### src/rtl/neo_comm_pkg.sv
// Shared types and constants for the 68k <-> Z80 sound command/reply latch.
// Optional status outputs are enabled by defining COMM_STATUS_EN.
package neo_comm_pkg;

    typedef enum logic {
        IDLE = 1'b0,
        PEND = 1'b1
    } comm_state_e;

    localparam int         SYNC_STAGES = 2;
    localparam logic [3:0] OVR_MAX     = 4'd15;

endpackage

### src/rtl/strobe_sync.sv
// Synchronizes an active-low asynchronous strobe and emits a one-cycle
// pulse on its falling edge. All flops reset high so release is silent.
module strobe_sync
    import neo_comm_pkg::*;
(
    input  logic clk,
    input  logic rst,
    input  logic strobe_n,
    output logic pulse
);

    logic [SYNC_STAGES-1:0] sync_q;
    logic [SYNC_STAGES-1:0] sync_d;
    logic                   prev_q;
    logic                   prev_d;

    always_comb begin
        sync_d = {sync_q[SYNC_STAGES-2:0], strobe_n};
        prev_d = sync_q[SYNC_STAGES-1];
    end

    always_ff @(posedge clk) begin
        if (rst) begin
            sync_q <= '1;
            prev_q <= 1'b1;
        end else begin
            sync_q <= sync_d;
            prev_q <= prev_d;
        end
    end

    // Pulse comes from flops only, so it never follows the pin combinationally.
    assign pulse = prev_q & ~sync_q[SYNC_STAGES-1];

endmodule

### src/rtl/sound_comm_latch.sv
// Command/reply mailbox between the 68k and the sound Z80, with NMI request.
// Define COMM_STATUS_EN to expose CMD_PEND, REP_FRESH and OVR_CNT.
module sound_comm_latch
    import neo_comm_pkg::*;
(
    input  logic       CLK_24M,
    input  logic       RESET,
    input  logic       nSNDCMDWR,
    input  logic       nSNDREPRD,
    input  logic [7:0] M68K_DATA_IN,
    output logic [7:0] M68K_DATA_OUT,
    input  logic       nSDZ80R,
    input  logic       nSDZ80W,
    input  logic       nSDZ80CLR,
    input  logic [7:0] SDD_IN,
    output logic [7:0] SDD_OUT,
    output logic       NMI_REQ
`ifdef COMM_STATUS_EN
    ,
    output logic       CMD_PEND,
    output logic       REP_FRESH,
    output logic [3:0] OVR_CNT
`endif
);

    logic cmd_wr_p;
    logic rep_rd_p;
    logic z_rd_p;
    logic z_wr_p;
    logic z_clr_p;

    strobe_sync u_cmd_wr (
        .clk(CLK_24M), .rst(RESET), .strobe_n(nSNDCMDWR), .pulse(cmd_wr_p)
    );
    strobe_sync u_rep_rd (
        .clk(CLK_24M), .rst(RESET), .strobe_n(nSNDREPRD), .pulse(rep_rd_p)
    );
    strobe_sync u_z_rd (
        .clk(CLK_24M), .rst(RESET), .strobe_n(nSDZ80R), .pulse(z_rd_p)
    );
    strobe_sync u_z_wr (
        .clk(CLK_24M), .rst(RESET), .strobe_n(nSDZ80W), .pulse(z_wr_p)
    );
    strobe_sync u_z_clr (
        .clk(CLK_24M), .rst(RESET), .strobe_n(nSDZ80CLR), .pulse(z_clr_p)
    );

    comm_state_e state_q, state_d;
    logic [7:0]  cmd_q, cmd_d;
    logic [7:0]  rep_q, rep_d;
    logic        fresh_q, fresh_d;

    always_comb begin
        state_d = state_q;
        cmd_d   = cmd_q;
        rep_d   = rep_q;
        fresh_d = fresh_q;

        // A 68k write beats a same-cycle Z80 clear or read.
        if (cmd_wr_p) begin
            cmd_d   = M68K_DATA_IN;
            state_d = PEND;
        end else if (z_clr_p) begin
            cmd_d   = 8'h00;
            state_d = IDLE;
        end else if (z_rd_p) begin
            state_d = IDLE;
        end

        if (z_wr_p) begin
            rep_d   = SDD_IN;
            fresh_d = 1'b1;
        end else if (rep_rd_p) begin
            fresh_d = 1'b0;
        end
    end

    always_ff @(posedge CLK_24M) begin
        if (RESET) begin
            state_q <= IDLE;
            cmd_q   <= 8'h00;
            rep_q   <= 8'h00;
            fresh_q <= 1'b0;
        end else begin
            state_q <= state_d;
            cmd_q   <= cmd_d;
            rep_q   <= rep_d;
            fresh_q <= fresh_d;
        end
    end

    assign SDD_OUT       = cmd_q;
    assign M68K_DATA_OUT = rep_q;
    assign NMI_REQ       = (state_q == PEND);

`ifdef COMM_STATUS_EN
    logic       overrun;
    logic [3:0] ovr_q, ovr_d;

    always_comb begin
        overrun = cmd_wr_p && (state_q == PEND) && !z_rd_p;
        ovr_d   = ovr_q;
        if (overrun && (ovr_q != OVR_MAX)) begin
            ovr_d = ovr_q + 4'd1;
        end
    end

    always_ff @(posedge CLK_24M) begin
        if (RESET) begin
            ovr_q <= 4'd0;
        end else begin
            ovr_q <= ovr_d;
        end
    end

    assign CMD_PEND  = (state_q == PEND);
    assign REP_FRESH = fresh_q;
    assign OVR_CNT   = ovr_q;
`endif

endmodule
### config.mk
export PLATFORM = sky130hd
export DESIGN_NAME = sound_comm_latch
export DESIGN_NICKNAME = d
export VERILOG_FILES = /design/src/rtl/neo_comm_pkg.sv /design/src/rtl/strobe_sync.sv /design/src/rtl/sound_comm_latch.sv
export SDC_FILE = /design/constraint.sdc
export NUM_CORES = 1
export LEC_CHECK = 0
export CAP_MARGIN = 10
export CELL_PAD_IN_SITES_DETAIL_PLACEMENT = 0
export CELL_PAD_IN_SITES_GLOBAL_PLACEMENT = 2
export CORE_MARGIN = 8
export CORE_UTILIZATION = 24
export CTS_BUF_LIST = sky130_fd_sc_hd__clkbuf_2
export CTS_CLUSTER_DIAMETER = 100
export DETAILED_ROUTE_END_ITERATION = 6
export GPL_TIMING_DRIVEN = 0
export PLACE_DENSITY = 0.8
export SYNTH_ARGS = -nofsm -noshare
export SYNTH_HDL_FRONTEND = slang
export SYNTH_HIERARCHICAL = 1
export SYNTH_SLANG_ARGS = --single-unit
### constraint.sdc
create_clock -name CLK_24M -period 1.15 [get_ports CLK_24M]
set_input_delay 0.115 -clock CLK_24M [delete_from_list [all_inputs] [get_ports CLK_24M]]
set_output_delay 0.115 -clock CLK_24M [all_outputs]
set_load 0.02 [all_outputs]
==> impl_metrics.xml, run 1 <==
<?xml version="1.0" encoding="UTF-8"?>
<metrics>
  <group name="run_status">
    <metric name="status" unit="">completed</metric>
  </group>
  <group name="cells_and_area">
    <metric name="drive_above_1_share" unit="%">30.77</metric>
    <metric name="area_growth_syn_to_layout" unit="%">44.24</metric>
    <metric name="final_cells" unit="">195</metric>
    <metric name="fin_area" unit="um2">1505</metric>
    <metric name="design.final.nets" unit="">165</metric>
    <metric name="insertedDiodeCount" unit="">0</metric>
  </group>
  <group name="sta">
    <metric name="hold_viol" unit="">0</metric>
    <metric name="relSlewSlack" unit="%">76.13</metric>
    <metric name="slew_violations" unit="">0</metric>
    <metric name="timing.final.crit_share" unit="%">93.78</metric>
    <metric name="worst_clock_skew" unit="ns">0.01331</metric>
    <metric name="finalCriticalPeriod" unit="ns">1.078</metric>
    <metric name="worst-slew-pin-transition" unit="ns">0.3581</metric>
    <metric name="setup_ws" unit="ns">0.07154</metric>
    <metric name="grt_setup_unrepaired" unit="">true</metric>
    <metric name="worst_hold_slack" unit="ns">0.3081</metric>
    <metric name="setup_viol" unit="">0</metric>
    <metric name="fmax" unit="MHz">927.2</metric>
  </group>
  <group name="global_routing">
    <metric name="grt_max_degree" unit="">14</metric>
    <metric name="grt.overflow.total" unit="">0</metric>
    <metric name="grt_antenna_before_repair" unit="">0</metric>
    <metric name="first_global_vias" unit="">766</metric>
    <metric name="groute.usage.overall" unit="%">7.011</metric>
    <metric name="first_pass_grt_wire_length" unit="um">3470</metric>
  </group>
  <group name="cts">
    <metric name="clockBufferDepth" unit="">2</metric>
    <metric name="cts_sinks" unit="">29</metric>
    <metric name="cts_root_buffer" unit="">sky130_fd_sc_hd__clkbuf_2</metric>
    <metric name="worst_skew_pair.late_latency" unit="ns">0.34</metric>
    <metric name="tritoncts_clock_tree" unit="">done</metric>
    <metric name="number_of_buffers_inserted_during_clock_tree_synthesis" unit="">5</metric>
    <metric name="htreeDepth" unit="">2</metric>
    <metric name="path_clk_slew" unit="ns">0.15</metric>
    <metric name="postCtsHoldBufs" unit="">0</metric>
  </group>
  <group name="worst_setup_path">
    <metric name="critPathMaxFanout" unit="">8</metric>
    <metric name="cp_cell_sequence" unit="">nor2b_1 -&gt; or2_1 -&gt; buf_6 -&gt; o32ai_2</metric>
    <metric name="setup.worst_path.start_class" unit="">flop</metric>
    <metric name="r2r.worst_path.cells" unit="">4</metric>
    <metric name="worstSetupEndpointType" unit="">flop</metric>
    <metric name="crit_path_top_delay_cell" unit="">sky130_fd_sc_hd__dfxtp_1</metric>
    <metric name="crit_type" unit="">flop to flop</metric>
    <metric name="highest_cell_delay_on_the_worst_timing_path" unit="ns">0.32</metric>
    <metric name="required" unit="ns">1.42</metric>
    <metric name="critPathArrivalTime" unit="ns">1.35</metric>
  </group>
  <group name="drt">
    <metric name="detail_route.iter0.violations" unit="">22</metric>
    <metric name="drt_wl_total" unit="um">2213</metric>
    <metric name="detail_route.first_pass.iterations" unit="">4</metric>
    <metric name="routed-via-count" unit="">760</metric>
    <metric name="drc" unit="">0</metric>
    <metric name="vias_per_cell" unit="">3.897</metric>
    <metric name="drt-wirelength-per-cell" unit="um">11.35</metric>
    <metric name="final_antenna_net_count" unit="">0</metric>
  </group>
  <group name="die">
    <metric name="placement_row_count" unit="">24</metric>
    <metric name="io_pins" unit="">40</metric>
    <metric name="dieWidth" unit="um">81.94</metric>
    <metric name="effective_utilization_at_floorplan" unit="%">24.47</metric>
    <metric name="core_region_area" unit="um2">4264</metric>
    <metric name="die_area" unit="um2">6714</metric>
    <metric name="die_boundary_height" unit="um">81.94</metric>
  </group>
  <group name="logic_synthesis">
    <metric name="synthesis.nets" unit="">117</metric>
    <metric name="synth.yosys.warnings" unit="">6</metric>
    <metric name="ys_ff_latch" unit="">29</metric>
    <metric name="syn_avg_cell_area" unit="um2">11.10</metric>
    <metric name="synth.yosys.seq_area_share" unit="%">55.64</metric>
    <metric name="synth_area" unit="um2">1044</metric>
    <metric name="synth_cell_type_count" unit="">12</metric>
    <metric name="postSynthCellCount" unit="">94</metric>
  </group>
  <group name="run">
    <metric name="cap_violations" unit="">0</metric>
  </group>
  <group name="power_and_ir_drop">
    <metric name="report.power.total" unit="mW">1.794</metric>
    <metric name="leakage" unit="nW">0.5877</metric>
    <metric name="pwr_density_cell" unit="nW/um2">1192</metric>
    <metric name="ir_worst_vdd" unit="uV">498.3</metric>
  </group>
  <group name="worst_hold_path">
    <metric name="min_path_type" unit="">input pin to flop</metric>
    <metric name="min_path_cells" unit="">3</metric>
  </group>
  <group name="placement">
    <metric name="placed_cells_incl_taps" unit="">184</metric>
    <metric name="pre_cts_ws" unit="ns">-0.4512</metric>
    <metric name="post_dp_cell_area" unit="um2">1491</metric>
    <metric name="gp_congestion" unit="">0.6886</metric>
    <metric name="placement.io_buffers" unit="">38</metric>
    <metric name="place_hpwl" unit="um">1718</metric>
  </group>
</metrics>
-- cells in the mapped netlist, drive strengths merged --
master / number / area share [%]
buf: 5 / 3.6
nor2b: 4 / 2.4
dfxtp: 29 / 56
o41ai: 1 / 0.84
or2: 13 / 7.8
nand2b: 1 / 0.60
mux2i: 8 / 7.7
nor2: 8 / 2.9
nand2: 7 / 2.5
o32ai: 8 / 12
inv: 10 / 3.6
-- power breakdown --
group	switching (mW)	internal (mW)
clock	0.323	0.180
sequential	0.0148	1.04
combinational	0.102	0.133
total	0.439	1.35
-- flip-flops by register name, indices dropped and copies added, names as in the netlist --
| name | count |
|---|---|
| M68K_DATA_OUT | 8 |
| u_z_wr/prev_q | 1 |
| u_z_rd/prev_q | 1 |
| u_z_rd/sync_q | 2 |
| u_cmd_wr/prev_q | 1 |
| u_cmd_wr/sync_q | 2 |
| NMI_REQ | 1 |
| u_z_clr/sync_q | 2 |
| SDD_OUT | 8 |
| u_z_clr/prev_q | 1 |
| u_z_wr/sync_q | 2 |
-- logic make-up after synthesis --
family	count (synthesis)	share of synthesized area [%]
AOI/OAI and AO/OA	9	13.31
muxes	8	7.674
DFF	29	55.64
buffers and inverters	15	7.194
and+or+nand+nor	33	16.19
-- per-layer routing --
metal / track usage (%) / share of wire, % / up-vias / wire, um
met5: 0 / 0 / - / 0
li1: - / - / 399 / -
met2: 11.52 / 53 / 17 / 1173
met1: 6.756 / 38 / 339 / 844
met4: 5.263 / 2.1 / 0 / 47
met3: 3.282 / 6.7 / 5 / 148
-- area by class of cell --
cell class | instances | area (um2)
Buffer | 5 | 42.54
Clock buffer | 8 | 40.04
Fill cell | 443 | 2759
Inverter | 10 | 37.54
Multi-Input combinational cell | 50 | 395.4
Sequential cell | 29 | 583.1
Tap cell | 52 | 65.06
Timing Repair Buffer | 41 | 341.6
-- worst paths after layout --
kind / start / slack, ns / end
worst min-delay path: M68K_DATA_IN[5] / 0.31 / SDD_OUT[5]
worst max register to register: u_z_clr/prev_q / 0.07 / SDD_OUT[6]
worst max-delay path: u_z_clr/prev_q / 0.07 / SDD_OUT[6]
worst min register to register: u_cmd_wr/sync_q[0] / 0.42 / u_cmd_wr/sync_q[1]
-- critical path, delay by kind of cell, from the launching register on --
kind / cells / cell delay (ns)
DFF: 1 / 0.32
AOI/OAI and AO/OA: 1 / 0.20
buffers and inverters: 1 / 0.15
and+or+nand+nor: 2 / 0.36
-- metrics by stage --
step,TNS (ns),util [%]
after detailed placement,-6.009,34.98
after global placement,-5.416,34.98
after floorplan,0,-
after CTS,0,36.36
after global routing,-0.01684,35.30
final,0,35.30
-- repair_timing --
item,CTS,global route
gates cloned,0,0
endpoints found under the hold margin,0,0
resized for setup,47,16
setup endpoints to repair,25,24
buffers inserted,0,3
-- cell usage in the layout (no fill, tap or decap), types with 7 or more instances in the layout --
cell type                         count
sky130_fd_sc_hd__buf_2                7
sky130_fd_sc_hd__clkbuf_2            15
sky130_fd_sc_hd__clkdlybuf4s50_1     20
sky130_fd_sc_hd__dfxtp_1             27
sky130_fd_sc_hd__inv_1               10
sky130_fd_sc_hd__mux2i_1              8
sky130_fd_sc_hd__nand2_1              7
sky130_fd_sc_hd__nor2_1               8
sky130_fd_sc_hd__o32ai_2              8
sky130_fd_sc_hd__or2_1               13
(Power assumes the default switching activity.)
==> inputs of run 2 (changes only) <==
CORE_MARGIN = unset   (was 8)
CTS_CLUSTER_DIAMETER = 150   (was 100)
==> run 2 against run 1 <==
Against the previous run: total power shrank 0.11%; critical path type is now flop to output pin; die area shrank 31%; routed wire length shrank 6.1%; critical endpoint is now M68K_DATA_OUT[3]; maximum frequency shrank 1.3%; hold slack lost 0.0068 ns.
==> impl_metrics.xml, run 2 (synthesis results as in run 1) <==
<?xml version="1.0" encoding="UTF-8"?>
<metrics>
  <group name="sta">
    <metric name="setup_ws" unit="ns">0.05713</metric>
    <metric name="worst_hold_slack" unit="ns">0.3012</metric>
    <metric name="worst-slew-pin-transition" unit="ns">0.3225</metric>
    <metric name="setup_viol" unit="">0</metric>
    <metric name="hold_viol" unit="">0</metric>
    <metric name="fmax" unit="MHz">915.0</metric>
    <metric name="worst_clock_skew" unit="ns">0.007180</metric>
    <metric name="relSlewSlack" unit="%">78.50</metric>
    <metric name="grt_setup_unrepaired" unit="">true</metric>
    <metric name="timing.final.crit_share" unit="%">95.03</metric>
    <metric name="slew_violations" unit="">0</metric>
    <metric name="finalCriticalPeriod" unit="ns">1.093</metric>
  </group>
  <group name="power_and_ir_drop">
    <metric name="netSwitchingFraction" unit="%">25.98</metric>
    <metric name="p_sw" unit="mW">0.4656</metric>
    <metric name="ir_worst_vdd" unit="uV">546.0</metric>
    <metric name="share_comb_of_total_power" unit="%">13.2</metric>
    <metric name="pwr-share-clk" unit="%">27.9</metric>
    <metric name="sequentialPowerShare" unit="%">59.0</metric>
    <metric name="leakage" unit="nW">0.5825</metric>
    <metric name="pwr_density_cell" unit="nW/um2">1192</metric>
    <metric name="intPower" unit="mW">1.326</metric>
  </group>
  <group name="worst_setup_path">
    <metric name="worst_path_dominant_cell_family" unit="">flip-flops</metric>
    <metric name="critPathArrivalTime" unit="ns">0.98</metric>
    <metric name="worstSetupEndpointType" unit="">output pin</metric>
    <metric name="crit_buf_inv" unit="">1</metric>
    <metric name="cp_cell_sequence" unit="">clkdlybuf4s15_2</metric>
    <metric name="crit_path_top_delay_cell" unit="">sky130_fd_sc_hd__dfxtp_1</metric>
    <metric name="setup.worst_path.start_class" unit="">flop</metric>
    <metric name="critPathMaxFanout" unit="">2</metric>
    <metric name="crit_type" unit="">flop to output pin</metric>
    <metric name="highest_cell_delay_on_the_worst_timing_path" unit="ns">0.35</metric>
    <metric name="ff2ff_setup_slack" unit="ns">0.06</metric>
    <metric name="required" unit="ns">1.03</metric>
  </group>
  <group name="cts">
    <metric name="postCtsHoldBufs" unit="">0</metric>
    <metric name="tritoncts_clock_tree" unit="">done</metric>
    <metric name="cts_sinks" unit="">29</metric>
    <metric name="number_of_buffers_inserted_during_clock_tree_synthesis" unit="">5</metric>
    <metric name="worst_skew_pair.late_latency" unit="ns">0.36</metric>
    <metric name="htreeDepth" unit="">2</metric>
    <metric name="clockBufferDepth" unit="">2</metric>
    <metric name="cts_root_buffer" unit="">sky130_fd_sc_hd__clkbuf_2</metric>
    <metric name="path_clk_slew" unit="ns">0.15</metric>
  </group>
  <group name="cells_and_area">
    <metric name="drive_above_1_share" unit="%">32.62</metric>
    <metric name="insertedDiodeCount" unit="">0</metric>
    <metric name="area_growth_syn_to_layout" unit="%">44.12</metric>
    <metric name="final_cells" unit="">191</metric>
    <metric name="layout.core_utilization" unit="%">36.80</metric>
    <metric name="fillCellCount" unit="">416</metric>
    <metric name="design.final.nets" unit="">163</metric>
    <metric name="commonest_cells_after_routing_fill_and_taps_aside" unit="">23 x sky130_fd_sc_hd__dfxtp_1, 20 x sky130_fd_sc_hd__clkdlybuf4s50_1, 13 x sky130_fd_sc_hd__or2_1</metric>
    <metric name="layout_commonest_cell" unit="">sky130_fd_sc_hd__dfxtp_1</metric>
    <metric name="seq_area" unit="um2">588.1</metric>
    <metric name="multi_input_comb_area" unit="um2">406.6</metric>
  </group>
  <group name="die">
    <metric name="core_region_area" unit="um2">4086</metric>
    <metric name="effective_utilization_at_floorplan" unit="%">25.54</metric>
    <metric name="io_pins" unit="">40</metric>
    <metric name="die_area" unit="um2">4616</metric>
    <metric name="placement_row_count" unit="">23</metric>
    <metric name="die_boundary_height" unit="um">67.94</metric>
    <metric name="dieWidth" unit="um">67.94</metric>
  </group>
  <group name="drt">
    <metric name="detail_route.iter0.violations" unit="">22</metric>
    <metric name="final_antenna_net_count" unit="">0</metric>
    <metric name="detail_route.first_pass.iterations" unit="">4</metric>
    <metric name="drt_wl_total" unit="um">2079</metric>
    <metric name="drt-wirelength-per-cell" unit="um">10.88</metric>
    <metric name="vias_per_cell" unit="">4.094</metric>
    <metric name="drc" unit="">0</metric>
    <metric name="routed-via-count" unit="">782</metric>
  </group>
  <group name="global_routing">
    <metric name="first_global_vias" unit="">788</metric>
    <metric name="grt_max_degree" unit="">14</metric>
    <metric name="groute.usage.overall" unit="%">10.38</metric>
    <metric name="first_pass_grt_wire_length" unit="um">3339</metric>
    <metric name="grt.overflow.total" unit="">0</metric>
    <metric name="grt_antenna_before_repair" unit="">0</metric>
  </group>
  <group name="placement">
    <metric name="placed_cells_incl_taps" unit="">182</metric>
    <metric name="pre_cts_ws" unit="ns">-0.4522</metric>
    <metric name="gp_congestion" unit="">0.6179</metric>
    <metric name="place_hpwl" unit="um">1518</metric>
    <metric name="placement.io_buffers" unit="">38</metric>
  </group>
  <group name="run">
    <metric name="cap_violations" unit="">0</metric>
  </group>
  <group name="run_status">
    <metric name="status" unit="">completed</metric>
  </group>
  <group name="worst_hold_path">
    <metric name="min_path_type" unit="">input pin to flop</metric>
  </group>
</metrics>
==> run 2: cell types whose count changed in the layout (fill, tap and decap cells not counted), sizes merged <==
cell / change
clkbuf: -7
buf: +3
clkinv: +2
==> run 2: worst paths after layout <==
path,end,start,cells past startpoint
setup / recovery,M68K_DATA_OUT[3],M68K_DATA_OUT[3],1
hold / removal,u_z_rd/sync_q[0],nSDZ80R,2
setup reg to reg,SDD_OUT[3],u_z_clr/prev_q,4
hold reg to reg,u_z_clr/sync_q[1],u_z_clr/sync_q[0],1
==> run 2: final cells by class <==
| cell class | instances | area share (%) |
|---|---|---|
| timing repair buffer | 39 | 21.71 |
| multi-input combinational | 50 | 27.04 |
| clock inverter | 2 | 0.6656 |
| tap | 50 | 4.160 |
| inverter | 10 | 2.496 |
| sequential | 29 | 39.10 |
| clock buffer | 6 | 1.997 |
| buffer | 5 | 2.829 |
==> run 2: worst reg2reg max path: cells and delay by family, from the launching register on <==
family	cells	cell delay, ns
buffers and inverters	1	0.15
AND/OR/NAND/NOR	2	0.34
flip-flops	1	0.32
AO/OA/AOI/OAI	1	0.20
==> run 2: power groups by stage <==
stage	clock [mW]	combinational, mW	sequential [mW]
2_1_floorplan	0	0.0909	1.10
3_5_place_dp	0	0.248	1.08
5_1_grt	0.587	0.257	1.06
3_3_place_gp	0	0.243	1.08
4_1_cts	0.527	0.246	1.06
6_report	0.499	0.236	1.06
==> run 2: routing by layer <==
layer  vias up  part of all wire (%)  GRT usage, %
met5         -                     0             0
met4         0                   2.7         7.813
met3         7                   6.1         4.500
met2        23                    50         16.30
met1       357                    42         10.89
li1        395                     -             -
==> run 2: what timing repair did <==
action,CTS,global route
pin swaps,0,1
endpoints found under the hold margin,0,0
gates resized for setup,52,21
buffers inserted,1,0
endpoints found under the setup margin,25,24
==> run 2: per-stage QoR <==
stage / cell area (um2) / power [mW] / TNS, ns
2_1_floorplan: 1046 / 1.192 / 0
5_1_grt: 1504 / 1.907 / -0.01369
4_1_cts: 1562 / 1.830 / 0
6_report: 1504 / 1.792 / 0
3_5_place_dp: 1489 / 1.327 / -6.091
3_3_place_gp: 1489 / 1.320 / -5.314
